[src/rtl/mips_cpu_pkg.sv]
// Shared MIPS CPU definitions: ALU operation codes, opcode/funct/REGIMM constants
// and the decoded-instruction record passed from decode to execute.
package mips_cpu_pkg;

  localparam logic [4:0] ALU_AND  = 5'b00000;
  localparam logic [4:0] ALU_OR   = 5'b00001;
  localparam logic [4:0] ALU_ADDU = 5'b00010;
  localparam logic [4:0] ALU_SUBU = 5'b00110;
  localparam logic [4:0] ALU_SLTU = 5'b00111;
  localparam logic [4:0] ALU_SLT  = 5'b01000;
  localparam logic [4:0] ALU_SLL  = 5'b01001;
  localparam logic [4:0] ALU_SRA  = 5'b01010;
  localparam logic [4:0] ALU_SRL  = 5'b01011;
  localparam logic [4:0] ALU_NOR  = 5'b01100;
  localparam logic [4:0] ALU_XOR  = 5'b01101;
  localparam logic [4:0] ALU_SLLV = 5'b01110;
  localparam logic [4:0] ALU_SRAV = 5'b01111;
  localparam logic [4:0] ALU_SRLV = 5'b10000;
  localparam logic [4:0] ALU_BNE  = 5'b11000;
  localparam logic [4:0] ALU_BGTZ = 5'b11001;
  localparam logic [4:0] ALU_BLEZ = 5'b11010;
  localparam logic [4:0] ALU_BGEZ = 5'b11011;
  localparam logic [4:0] ALU_BLTZ = 5'b11111;

  localparam logic [5:0] OP_RTYPE  = 6'h00;
  localparam logic [5:0] OP_REGIMM = 6'h01;
  localparam logic [5:0] OP_J      = 6'h02;
  localparam logic [5:0] OP_JAL    = 6'h03;
  localparam logic [5:0] OP_BEQ    = 6'h04;
  localparam logic [5:0] OP_BNE    = 6'h05;
  localparam logic [5:0] OP_BLEZ   = 6'h06;
  localparam logic [5:0] OP_BGTZ   = 6'h07;
  localparam logic [5:0] OP_ADDIU  = 6'h09;
  localparam logic [5:0] OP_SLTI   = 6'h0A;
  localparam logic [5:0] OP_SLTIU  = 6'h0B;
  localparam logic [5:0] OP_ANDI   = 6'h0C;
  localparam logic [5:0] OP_ORI    = 6'h0D;
  localparam logic [5:0] OP_XORI   = 6'h0E;
  localparam logic [5:0] OP_LUI    = 6'h0F;
  localparam logic [5:0] OP_LB     = 6'h20;
  localparam logic [5:0] OP_LH     = 6'h21;
  localparam logic [5:0] OP_LW     = 6'h23;
  localparam logic [5:0] OP_LBU    = 6'h24;
  localparam logic [5:0] OP_LHU    = 6'h25;
  localparam logic [5:0] OP_SB     = 6'h28;
  localparam logic [5:0] OP_SH     = 6'h29;
  localparam logic [5:0] OP_SW     = 6'h2B;

  localparam logic [5:0] FN_SLL  = 6'h00;
  localparam logic [5:0] FN_SRL  = 6'h02;
  localparam logic [5:0] FN_SRA  = 6'h03;
  localparam logic [5:0] FN_SLLV = 6'h04;
  localparam logic [5:0] FN_SRLV = 6'h06;
  localparam logic [5:0] FN_SRAV = 6'h07;
  localparam logic [5:0] FN_JR   = 6'h08;
  localparam logic [5:0] FN_JALR = 6'h09;
  localparam logic [5:0] FN_ADDU = 6'h21;
  localparam logic [5:0] FN_SUBU = 6'h23;
  localparam logic [5:0] FN_AND  = 6'h24;
  localparam logic [5:0] FN_OR   = 6'h25;
  localparam logic [5:0] FN_XOR  = 6'h26;
  localparam logic [5:0] FN_NOR  = 6'h27;
  localparam logic [5:0] FN_SLT  = 6'h2A;
  localparam logic [5:0] FN_SLTU = 6'h2B;

  localparam logic [4:0] RT_BLTZ   = 5'b00000;
  localparam logic [4:0] RT_BGEZ   = 5'b00001;
  localparam logic [4:0] RT_BLTZAL = 5'b10000;
  localparam logic [4:0] RT_BGEZAL = 5'b10001;

  typedef struct packed {
    logic [4:0]  alu_control;
    logic [4:0]  alu_as;
    logic [31:0] imm_ext;
    logic        alu_src_imm;
    logic        a_zero;
    logic        branch;
    logic        jump;
    logic        link;
    logic        illegal;
  } decoded_t;

endpackage

[src/rtl/mips_cpu_alu_decode_comb.sv]
// Pure combinational decode of one MIPS32 instruction word into ALU control fields.
module mips_cpu_alu_decode_comb
  import mips_cpu_pkg::*;
(
  input  logic [31:0] instr_i,
  output decoded_t    dec_o
);

  logic [5:0]  op;
  logic [5:0]  funct;
  logic [4:0]  rt;
  logic [15:0] imm;
  logic [31:0] imm_sext;
  logic [31:0] imm_zext;
  logic        unused_rs;
  decoded_t    dec;

  assign op        = instr_i[31:26];
  assign rt        = instr_i[20:16];
  assign funct     = instr_i[5:0];
  assign imm       = instr_i[15:0];
  assign imm_sext  = {{16{imm[15]}}, imm};
  assign imm_zext  = {16'h0000, imm};
  assign unused_rs = ^instr_i[25:21];

  always_comb begin
    dec         = '0;
    dec.alu_as  = instr_i[10:6];
    dec.imm_ext = imm_sext;
    case (op)
      OP_RTYPE: begin
        case (funct)
          FN_AND:  dec.alu_control = ALU_AND;
          FN_OR:   dec.alu_control = ALU_OR;
          FN_ADDU: dec.alu_control = ALU_ADDU;
          FN_SUBU: dec.alu_control = ALU_SUBU;
          FN_SLTU: dec.alu_control = ALU_SLTU;
          FN_SLT:  dec.alu_control = ALU_SLT;
          FN_SLL:  dec.alu_control = ALU_SLL;
          FN_SRA:  dec.alu_control = ALU_SRA;
          FN_SRL:  dec.alu_control = ALU_SRL;
          FN_NOR:  dec.alu_control = ALU_NOR;
          FN_XOR:  dec.alu_control = ALU_XOR;
          FN_SLLV: dec.alu_control = ALU_SLLV;
          FN_SRAV: dec.alu_control = ALU_SRAV;
          FN_SRLV: dec.alu_control = ALU_SRLV;
          FN_JR, FN_JALR: begin
            dec.alu_control = ALU_ADDU;
            dec.jump        = 1'b1;
            dec.link        = (funct == FN_JALR);
          end
          default: dec.illegal = 1'b1;
        endcase
      end
      OP_ADDIU, OP_LB, OP_LH, OP_LW, OP_LBU, OP_LHU, OP_SB, OP_SH, OP_SW: begin
        dec.alu_control = ALU_ADDU;
        dec.alu_src_imm = 1'b1;
      end
      OP_SLTI: begin
        dec.alu_control = ALU_SLT;
        dec.alu_src_imm = 1'b1;
      end
      OP_SLTIU: begin
        dec.alu_control = ALU_SLTU;
        dec.alu_src_imm = 1'b1;
      end
      OP_ANDI, OP_ORI, OP_XORI: begin
        dec.alu_control = (op == OP_ANDI) ? ALU_AND : (op == OP_ORI) ? ALU_OR : ALU_XOR;
        dec.imm_ext     = imm_zext;
        dec.alu_src_imm = 1'b1;
      end
      OP_LUI: begin
        // OR against a zeroed operand a places the immediate in the upper half.
        dec.alu_control = ALU_OR;
        dec.imm_ext     = {imm, 16'h0000};
        dec.alu_src_imm = 1'b1;
        dec.a_zero      = 1'b1;
      end
      OP_BEQ:  begin dec.alu_control = ALU_SUBU; dec.branch = 1'b1; end
      OP_BNE:  begin dec.alu_control = ALU_BNE;  dec.branch = 1'b1; end
      OP_BLEZ: begin dec.alu_control = ALU_BLEZ; dec.branch = 1'b1; end
      OP_BGTZ: begin dec.alu_control = ALU_BGTZ; dec.branch = 1'b1; end
      OP_REGIMM: begin
        case (rt)
          RT_BLTZ, RT_BLTZAL: begin
            dec.alu_control = ALU_BLTZ;
            dec.branch      = 1'b1;
            dec.link        = (rt == RT_BLTZAL);
          end
          RT_BGEZ, RT_BGEZAL: begin
            dec.alu_control = ALU_BGEZ;
            dec.branch      = 1'b1;
            dec.link        = (rt == RT_BGEZAL);
          end
          default: dec.illegal = 1'b1;
        endcase
      end
      OP_J, OP_JAL: begin
        dec.alu_control = ALU_AND;
        dec.jump        = 1'b1;
        dec.link        = (op == OP_JAL);
      end
      default: dec.illegal = 1'b1;
    endcase
    // Undecodable words carry only the illegal flag.
    if (dec.illegal) begin
      dec         = '0;
      dec.illegal = 1'b1;
    end
  end

  assign dec_o = dec;

endmodule

[src/rtl/mips_cpu_alu_decode.sv]
// Decode stage: combinational decode feeding a two-entry skid buffer so that
// in_ready comes only from state flops and never from out_ready.
module mips_cpu_alu_decode
  import mips_cpu_pkg::*;
(
  input  logic        clk,
  input  logic        rst_n,
  input  logic        flush,
  input  logic [31:0] instr,
  input  logic        in_valid,
  output logic        in_ready,
  output logic        out_valid,
  input  logic        out_ready,
  output logic [4:0]  alu_control,
  output logic [4:0]  alu_as,
  output logic [31:0] imm_ext,
  output logic        alu_src_imm,
  output logic        a_zero,
  output logic        branch,
  output logic        jump,
  output logic        link,
  output logic        illegal
);

  typedef enum logic [1:0] {StEmpty, StOne, StTwo} state_e;

  state_e   state_q, state_d;
  decoded_t dec;
  decoded_t head_q, head_d;
  decoded_t skid_q, skid_d;
  logic     in_fire;
  logic     out_fire;

  mips_cpu_alu_decode_comb u_comb (
    .instr_i (instr),
    .dec_o   (dec)
  );

  assign in_ready  = (state_q != StTwo);
  assign out_valid = (state_q != StEmpty);
  assign in_fire   = in_valid && in_ready;
  assign out_fire  = out_valid && out_ready;

  always_comb begin
    state_d = state_q;
    head_d  = head_q;
    skid_d  = skid_q;
    if (flush) begin
      state_d = StEmpty;
    end else begin
      unique case (state_q)
        StEmpty: begin
          if (in_fire) begin
            head_d  = dec;
            state_d = StOne;
          end
        end
        StOne: begin
          if (in_fire && out_fire) begin
            head_d = dec;
          end else if (in_fire) begin
            skid_d  = dec;
            state_d = StTwo;
          end else if (out_fire) begin
            state_d = StEmpty;
          end
        end
        StTwo: begin
          if (out_fire) begin
            head_d  = skid_q;
            state_d = StOne;
          end
        end
        default: state_d = StEmpty;
      endcase
    end
  end

  always_ff @(posedge clk or negedge rst_n) begin
    if (!rst_n) begin
      state_q <= StEmpty;
      head_q  <= '0;
      skid_q  <= '0;
    end else begin
      state_q <= state_d;
      head_q  <= head_d;
      skid_q  <= skid_d;
    end
  end

  assign alu_control = head_q.alu_control;
  assign alu_as      = head_q.alu_as;
  assign imm_ext     = head_q.imm_ext;
  assign alu_src_imm = head_q.alu_src_imm;
  assign a_zero      = head_q.a_zero;
  assign branch      = head_q.branch;
  assign jump        = head_q.jump;
  assign link        = head_q.link;
  assign illegal     = head_q.illegal;

endmodule

[config.mk]
export PLATFORM = sky130hd
export DESIGN_NAME = mips_cpu_alu_decode
export DESIGN_NICKNAME = d
export VERILOG_FILES = /design/src/rtl/mips_cpu_pkg.sv /design/src/rtl/mips_cpu_alu_decode_comb.sv /design/src/rtl/mips_cpu_alu_decode.sv
export SDC_FILE = /design/constraint.sdc
export NUM_CORES = 1
export LEC_CHECK = 0
export ABC_AREA = 1
export CORE_MARGIN = 2
export CORE_UTILIZATION = 58
export CTS_CLUSTER_SIZE = 10
export DETAILED_ROUTE_END_ITERATION = 6
export PLACE_DENSITY = 0.86
export REMOVE_ABC_BUFFERS = 1
export SLEW_MARGIN = 5
export SYNTH_ARGS = -nofsm -noshare
export SYNTH_HDL_FRONTEND = slang
export SYNTH_SLANG_ARGS = --single-unit
[constraint.sdc]
create_clock -name clk -period 4.6 [get_ports clk]
set_input_delay 1.15 -clock clk [delete_from_list [all_inputs] [get_ports clk]]
set_output_delay 1.15 -clock clk [all_outputs]
set_load 0.1 [all_outputs]
==> results.yml, run 1 <==
status:
  outcome: "finished clean"
placed_design:
  placedCellCount: 924
  portBuffers: 81
  place_area_um2: 6150
  place.gp.congestion: 1.00
  dp_hpwl_um: 9090
  dpl_worst_slack_ns: 0.821
sta:
  hold_violations: 0
  post-route-min-period_ns: 3.47
  post-route-period-util_pct: 75.3
  report.final.slew_viol_count: 0
  tns_ns: 0
  worst_slack_ns: 1.13
  rsz0062_at_grt: "no"
  max_slew_margin_pct: 26.5
  finalSetupViolations: 0
  worst_slew_pin_slew_ns: 1.10
  finalClockSkew_ns: 0.00767
  fmax_mhz: 289
  whs_ns: 0.486
finish:
  fin_area_um2: 6360
  drive_gt1_share_pct: 4.70
  n_antenna_cell: 0
  final_common_cell: "nand2_1"
  fin_nets: 861
  mostFrequentLayoutCells: "nand2_1 (261), nor2_1 (139), dfrtp_1 (98), clkdlybuf4s50_1 (79), o21ai_0 (42)"
  stdcell_count: 940
  syn_to_final_growth_pct: 18.5
grt:
  grt_start_max_net_pins: 91
  antenna_found_initial: 0
  grt-ovfl-total: 0
  grt_usage_pct: 29.1
  grt_pass1_vias: 5110
  grt_pass1_wl_um: 23600
detailed_routing:
  drc_errors: 0
  wirelength_um: 13700
  avgRoutedWirePerCell_um: 14.6
  avgViaCountPerCell: 5.69
  drt_iter0_markers: 460
  via_count: 5349
  route.antenna.remaining_nets: 0
  drtPass1Iterations: 5
floorplan:
  ios: 87
  fp.dieW_um: 100
  start_util_pct: 58.9
  core_area_um2: 9110
  rows: 35
  die_y_um: 100
  die_area_um2: 10000
clocking:
  cts_resized: 0
  htreeDepth: 3
  clock_latency_ns: 0.37
  root_buffer: "clkbuf_8"
  cts_buffers: 9
  path_clk_slew_ns: 0.10
  cts.sinks: 98
  cts_max_path_buffers: 2
  tritoncts: "built"
  post_cts_buffers: 0
  cts_hold_buffers: 0
worst_setup_path:
  path_cells: "clkdlybuf4s50_1 -> nor2_4 -> inv_2 -> nor2_4 -> inv_2 -> nor2_2 -> nor2_1 -> nand2_2 -> nand3_1 -> o21ai_1 -> nand2_1"
  critical_path_class: "input port to flop"
  slowest_stage: "nand2_2"
  crit_path_start_kind: "input port"
  cp_data_arrival_time_ns: 3.73
  required_ns: 4.87
  cp_max_fo: 38
  critPathBufInv: 3
  critical_path.top_delay_family: "simple AND/OR/NAND/NOR gates"
  worstSetupEndpointType: "flop"
  cpPeakStageDelay_ns: 0.55
yosys:
  yosysWarningCount: 0
  synth_seq_cells: 98
  ys_types: 26
  synth_area_um2: 5360
  postSynthCellCount: 771
  seq_area_frac_synth_pct: 45.7
  postSynthAreaPerCell_um2: 6.96
run:
  maxCapViolations: 0
min_path:
  hold_class: "flop to flop"
pwr:
  ir_worst_vdd_mv: 0.266
  leakagePower_uw: 0.00344
  powerDensity_nw_per_um2: 470
==> per-layer routing <==
| layer | routed length (µm) | GRT usage, % | share of wire, % |
|---|---|---|---|
| met1 | 5930 | 39.5 | 43 |
| met2 | 6540 | 47.1 | 48 |
| met3 | 837 | 5.22 | 6.1 |
| met4 | 444 | 10.6 | 3.2 |
| met5 | 0 | 0 | 0 |
==> worst reg2reg max path, delay by kind of cell (launching register included) <==
family	cells	cell delay [ns]
DFF	1	0.37
AOI/OAI and AO/OA	1	0.10
and+or+nand+nor	4	0.50
buffers and inverters	3	1.08
==> state kept, by name (all words and copies together), names as in the netlist <==
signal / cells
jump: 1
alu_control: 5
alu_as: 5
imm_ext: 32
link: 1
state_q: 2
branch: 1
a_zero: 1
alu_src_imm: 1
skid_q: 48
illegal: 1
==> final cells by class <==
class	instances	area, µm²
clock buffer	9	124
sequential	98	2450
fill	763	2750
clock inverter	7	80.1
inverter	45	169
multi-input combinational	582	2520
timing repair buffer	88	871
tap	111	139
==> through the flow <==
step	power (µW)	utilization, %
after floorplan	2080	-
after global routing	3130	69.8
after CTS	3000	69.8
after global placement	2380	67.5
final	2990	69.8
after detailed placement	2420	67.5
==> power breakdown <==
group,switching [µW],internal [µW]
Combinational,954,300
Clock,329,259
Sequential,98.1,1050
Total,1380,1610
==> cell families after synthesis <==
kind of cell              share of synthesized area (%)
DFF                                                45.7
and+or+nand+nor                                    37.2
buffers and inverters                              7.32
AOI/OAI and AO/OA                                  9.56
xor gates and xnor gates                          0.163
==> cells in the mapped netlist <==
library cell,number,area [µm²]
o21ai_0,42,210
buf_6,6,67.6
inv_1,41,154
inv_2,4,15.0
a31oi_1,2,12.5
nand2_1,262,983
nor2_1,139,522
o21a_1,1,7.51
buf_1,5,18.8
xor2_1,1,8.76
nand2_2,1,6.26
a21boi_0,5,37.5
dfrtp_1,98,2450
nand3_2,1,10.0
nor2_2,3,18.8
nor3_1,3,15.0
nor2_4,4,45.0
and3_1,1,6.26
nand3b_1,1,7.51
nand3_1,29,145
a21oi_1,26,130
o21ai_1,23,115
clkbuf_1,30,113
buf_2,5,25.0
or3_1,1,6.26
nand4_1,37,231
==> worst paths after layout <==
path | start | endpoint | slack (ns) | cells after the start
setup reg to reg | state_q[1] | skid_q[47] | 2.43 | 8
min in group asynchronous | rst_n | alu_as[2] | 0.82 | 1
max in group asynchronous | rst_n | skid_q[27] | 2.96 | 2
hold / removal | imm_ext[21] | imm_ext[21] | 0.49 | 2
setup / recovery | instr[31] | illegal | 1.13 | 11
hold reg to reg | imm_ext[21] | imm_ext[21] | 0.49 | 2
Power figures use the tool's default switching activity.
==> inputs of run 2 (changes only) <==
--- a/config.mk
+++ b/config.mk
@@ -7,10 +7,10 @@
 export LEC_CHECK = 0
 export ABC_AREA = 1
 export CORE_MARGIN = 2
-export CORE_UTILIZATION = 58
+export CORE_UTILIZATION = 54
 export CTS_CLUSTER_SIZE = 10
 export DETAILED_ROUTE_END_ITERATION = 6
-export PLACE_DENSITY = 0.86
+export PLACE_DENSITY = 0.81
 export REMOVE_ABC_BUFFERS = 1
 export SLEW_MARGIN = 5
 export SYNTH_ARGS = -nofsm -noshare
==> constraint.sdc (replaced) <==
create_clock -name clk -period 3.4 [get_ports clk]
set_input_delay 0.85 -clock clk [delete_from_list [all_inputs] [get_ports clk]]
set_output_delay 0.85 -clock clk [all_outputs]
set_load 0.1 [all_outputs]
==> run 2 against run 1 <==
  * Power rose by 33%
  * Sequential power rose by 36%
  * Setup slack got worse by 0.46 ns
  * Final area fell by 0.45%
  * Via count fell by 0.47%
  * Wire length fell by 1.7%
  * Register-to-register slack got worse by 1.3 ns
  * Global-route usage fell by 2.7 points
  * Clock skew fell by 0.0017 ns
  * Critical endpoint is now imm_ext[27]
  * Largest cell class unchanged
  * Combinational power rose by 33%
  * Die area rose by 7.1%
  * Worst hold slack improved by 0.0011 ns
==> results.yml, run 2 (synthesis results as in run 1) <==
worst_setup_path:
  r2r_start: "state_q[0]"
  crit_path_start_kind: "input port"
  r2r_setup_slack_ns: 1.17
  critical_path_class: "input port to flop"
  required_ns: 3.67
  path_cells: "clkdlybuf4s50_1 -> nand2_1 -> nor2_4 -> nor2_1 -> nor2_1 -> nand4_1 -> nand2_1 -> nand2_1 -> nand2_1"
  r2r-end: "imm_ext[29]"
  r2r_cells: 9
  slowest_stage: "nor2_1"
  cp_max_fo: 15
  cpPeakStageDelay_ns: 0.84
  worstSetupEndpointType: "flop"
  cp_data_arrival_time_ns: 3.00
  path_common_cell: "nand2_1"
sta:
  report.final.slew_viol_count: 0
  max_slew_margin_pct: 25.8
  worst_slew_pin_slew_ns: 1.11
  worst_slack_ns: 0.676
  rsz0062_at_grt: "no"
  post-route-min-period_ns: 2.72
  fmax_mhz: 367
  tns_ns: 0
  finalSetupViolations: 0
  hold_violations: 0
  finalClockSkew_ns: 0.00595
  post-route-period-util_pct: 80.1
detailed_routing:
  avgViaCountPerCell: 5.50
  drc_errors: 0
  wirelength_um: 13500
  via_count: 5324
  avgRoutedWirePerCell_um: 14.0
  route.antenna.remaining_nets: 0
  drt_iter0_markers: 422
  drtPass1Iterations: 5
placed_design:
  place.gp.congestion: 1.01
  dpl_worst_slack_ns: 0.258
  portBuffers: 81
  dp_hpwl_um: 9010
  placedCellCount: 952
finish:
  syn_to_final_growth_pct: 18.0
  n_antenna_cell: 0
  top_register: "skid_q"
  largest_reg_flops: 48
  fin_nets: 867
  drive_gt1_share_pct: 11.3
  mostFrequentLayoutCells: "nand2_1 (261), nor2_1 (139), dfrtp_1 (98), buf_4 (61), o21ai_0 (42)"
  fillCellCount: 900
  stdcell_count: 968
  final_common_cell: "nand2_1"
floorplan:
  rows: 36
  core_area_um2: 9730
  die_area_um2: 10700
  ios: 87
  start_util_pct: 55.1
  die_y_um: 104
  fp.dieW_um: 104
status:
  outcome: "finished clean"
clocking:
  cts.sinks: 98
  root_buffer: "clkbuf_8"
  path_clk_slew_ns: 0.09
  tritoncts: "built"
  htreeDepth: 3
  cts_buffers: 9
  cts_resized: 0
  clock_latency_ns: 0.38
  cts_max_path_buffers: 2
  post_cts_buffers: 0
  cts_hold_buffers: 0
pwr:
  powerDensity_nw_per_um2: 630
  total_power_uw: 3990
  leakagePower_uw: 0.00356
  ir_worst_vdd_mv: 0.338
grt:
  grt_usage_pct: 26.4
  antenna_found_initial: 0
  grt_pass1_wl_um: 23400
  grt_start_max_net_pins: 89
  grt-ovfl-total: 0
  grt_pass1_vias: 5068
min_path:
  hold_class: "flop to flop"
  hold_depth: 2
  hold_start: "imm_ext[14]"
  min_to: "imm_ext[14]"
run:
  maxCapViolations: 0
-- run 2: cell count changes in the layout (fill, tap and decap cells not counted), moves of 2 or more --
cell / previous run / this run
clkbuf_8: 9 / 13
buf_12: 1 / 3
inv_6: 4 / 0
clkdlybuf4s50_1: 79 / 30
buf_4: 8 / 61
-- run 2: worst max-delay path: cells and delay by family --
family	cells	cell delay [ns]
simple gates	8	1.62
buf+inv	1	0.51
-- run 2: metal layers --
layer | up-vias | wire length (µm) | global-route usage (%)
li1 | 2571 | - | -
met1 | 2522 | 6020 | 35.2
met3 | 18 | 873 | 5.73
met5 | - | 0 | 0
met2 | 213 | 6440 | 43.3
met4 | 0 | 184 | 8.30
-- run 2: per-stage QoR --
stage / hold slack (ns) / area, µm² / utilization (%)
floorplan: 0.444 / 5140 / -
global placement: 0.458 / 6130 / 63.0
detailed placement: 0.465 / 6130 / 63.0
CTS: 0.490 / 6330 / 65.0
global route: 0.514 / 6330 / 65.0
finish: 0.487 / 6330 / 65.0
-- run 2: layout make-up --
| type | count | area, µm² | share of cell area, % |
|---|---|---|---|
| flip-flops and latches | 98 | 2450 | 38.8 |
| clock buffers | 13 | 179 | 2.83 |
| inverters | 45 | 169 | 2.67 |
| well taps | 133 | 166 | 2.63 |
| multi-input cells | 582 | 2520 | 39.8 |
| clock inverters | 3 | 21.3 | 0.336 |
| repair buffers | 94 | 818 | 12.9 |
-- run 2: worst max-delay path by stage --
stage | endpoint | start
CTS | imm_ext[27] | instr[31]
global placement | imm_ext[17] | instr[31]
detailed placement | imm_ext[17] | instr[31]
finish | imm_ext[27] | instr[29]
global route | imm_ext[17] | instr[31]
floorplan | skid_q[0] | in_valid
-- run 2: report_power, final --
part / switching (µW) / internal [µW] / total, µW / leakage, µW
Combinational: 1290 / 372 / 1660 / 0.00215
Clock: 422 / 347 / 769 / 0.000102
Sequential: 139 / 1420 / 1560 / 0.00131
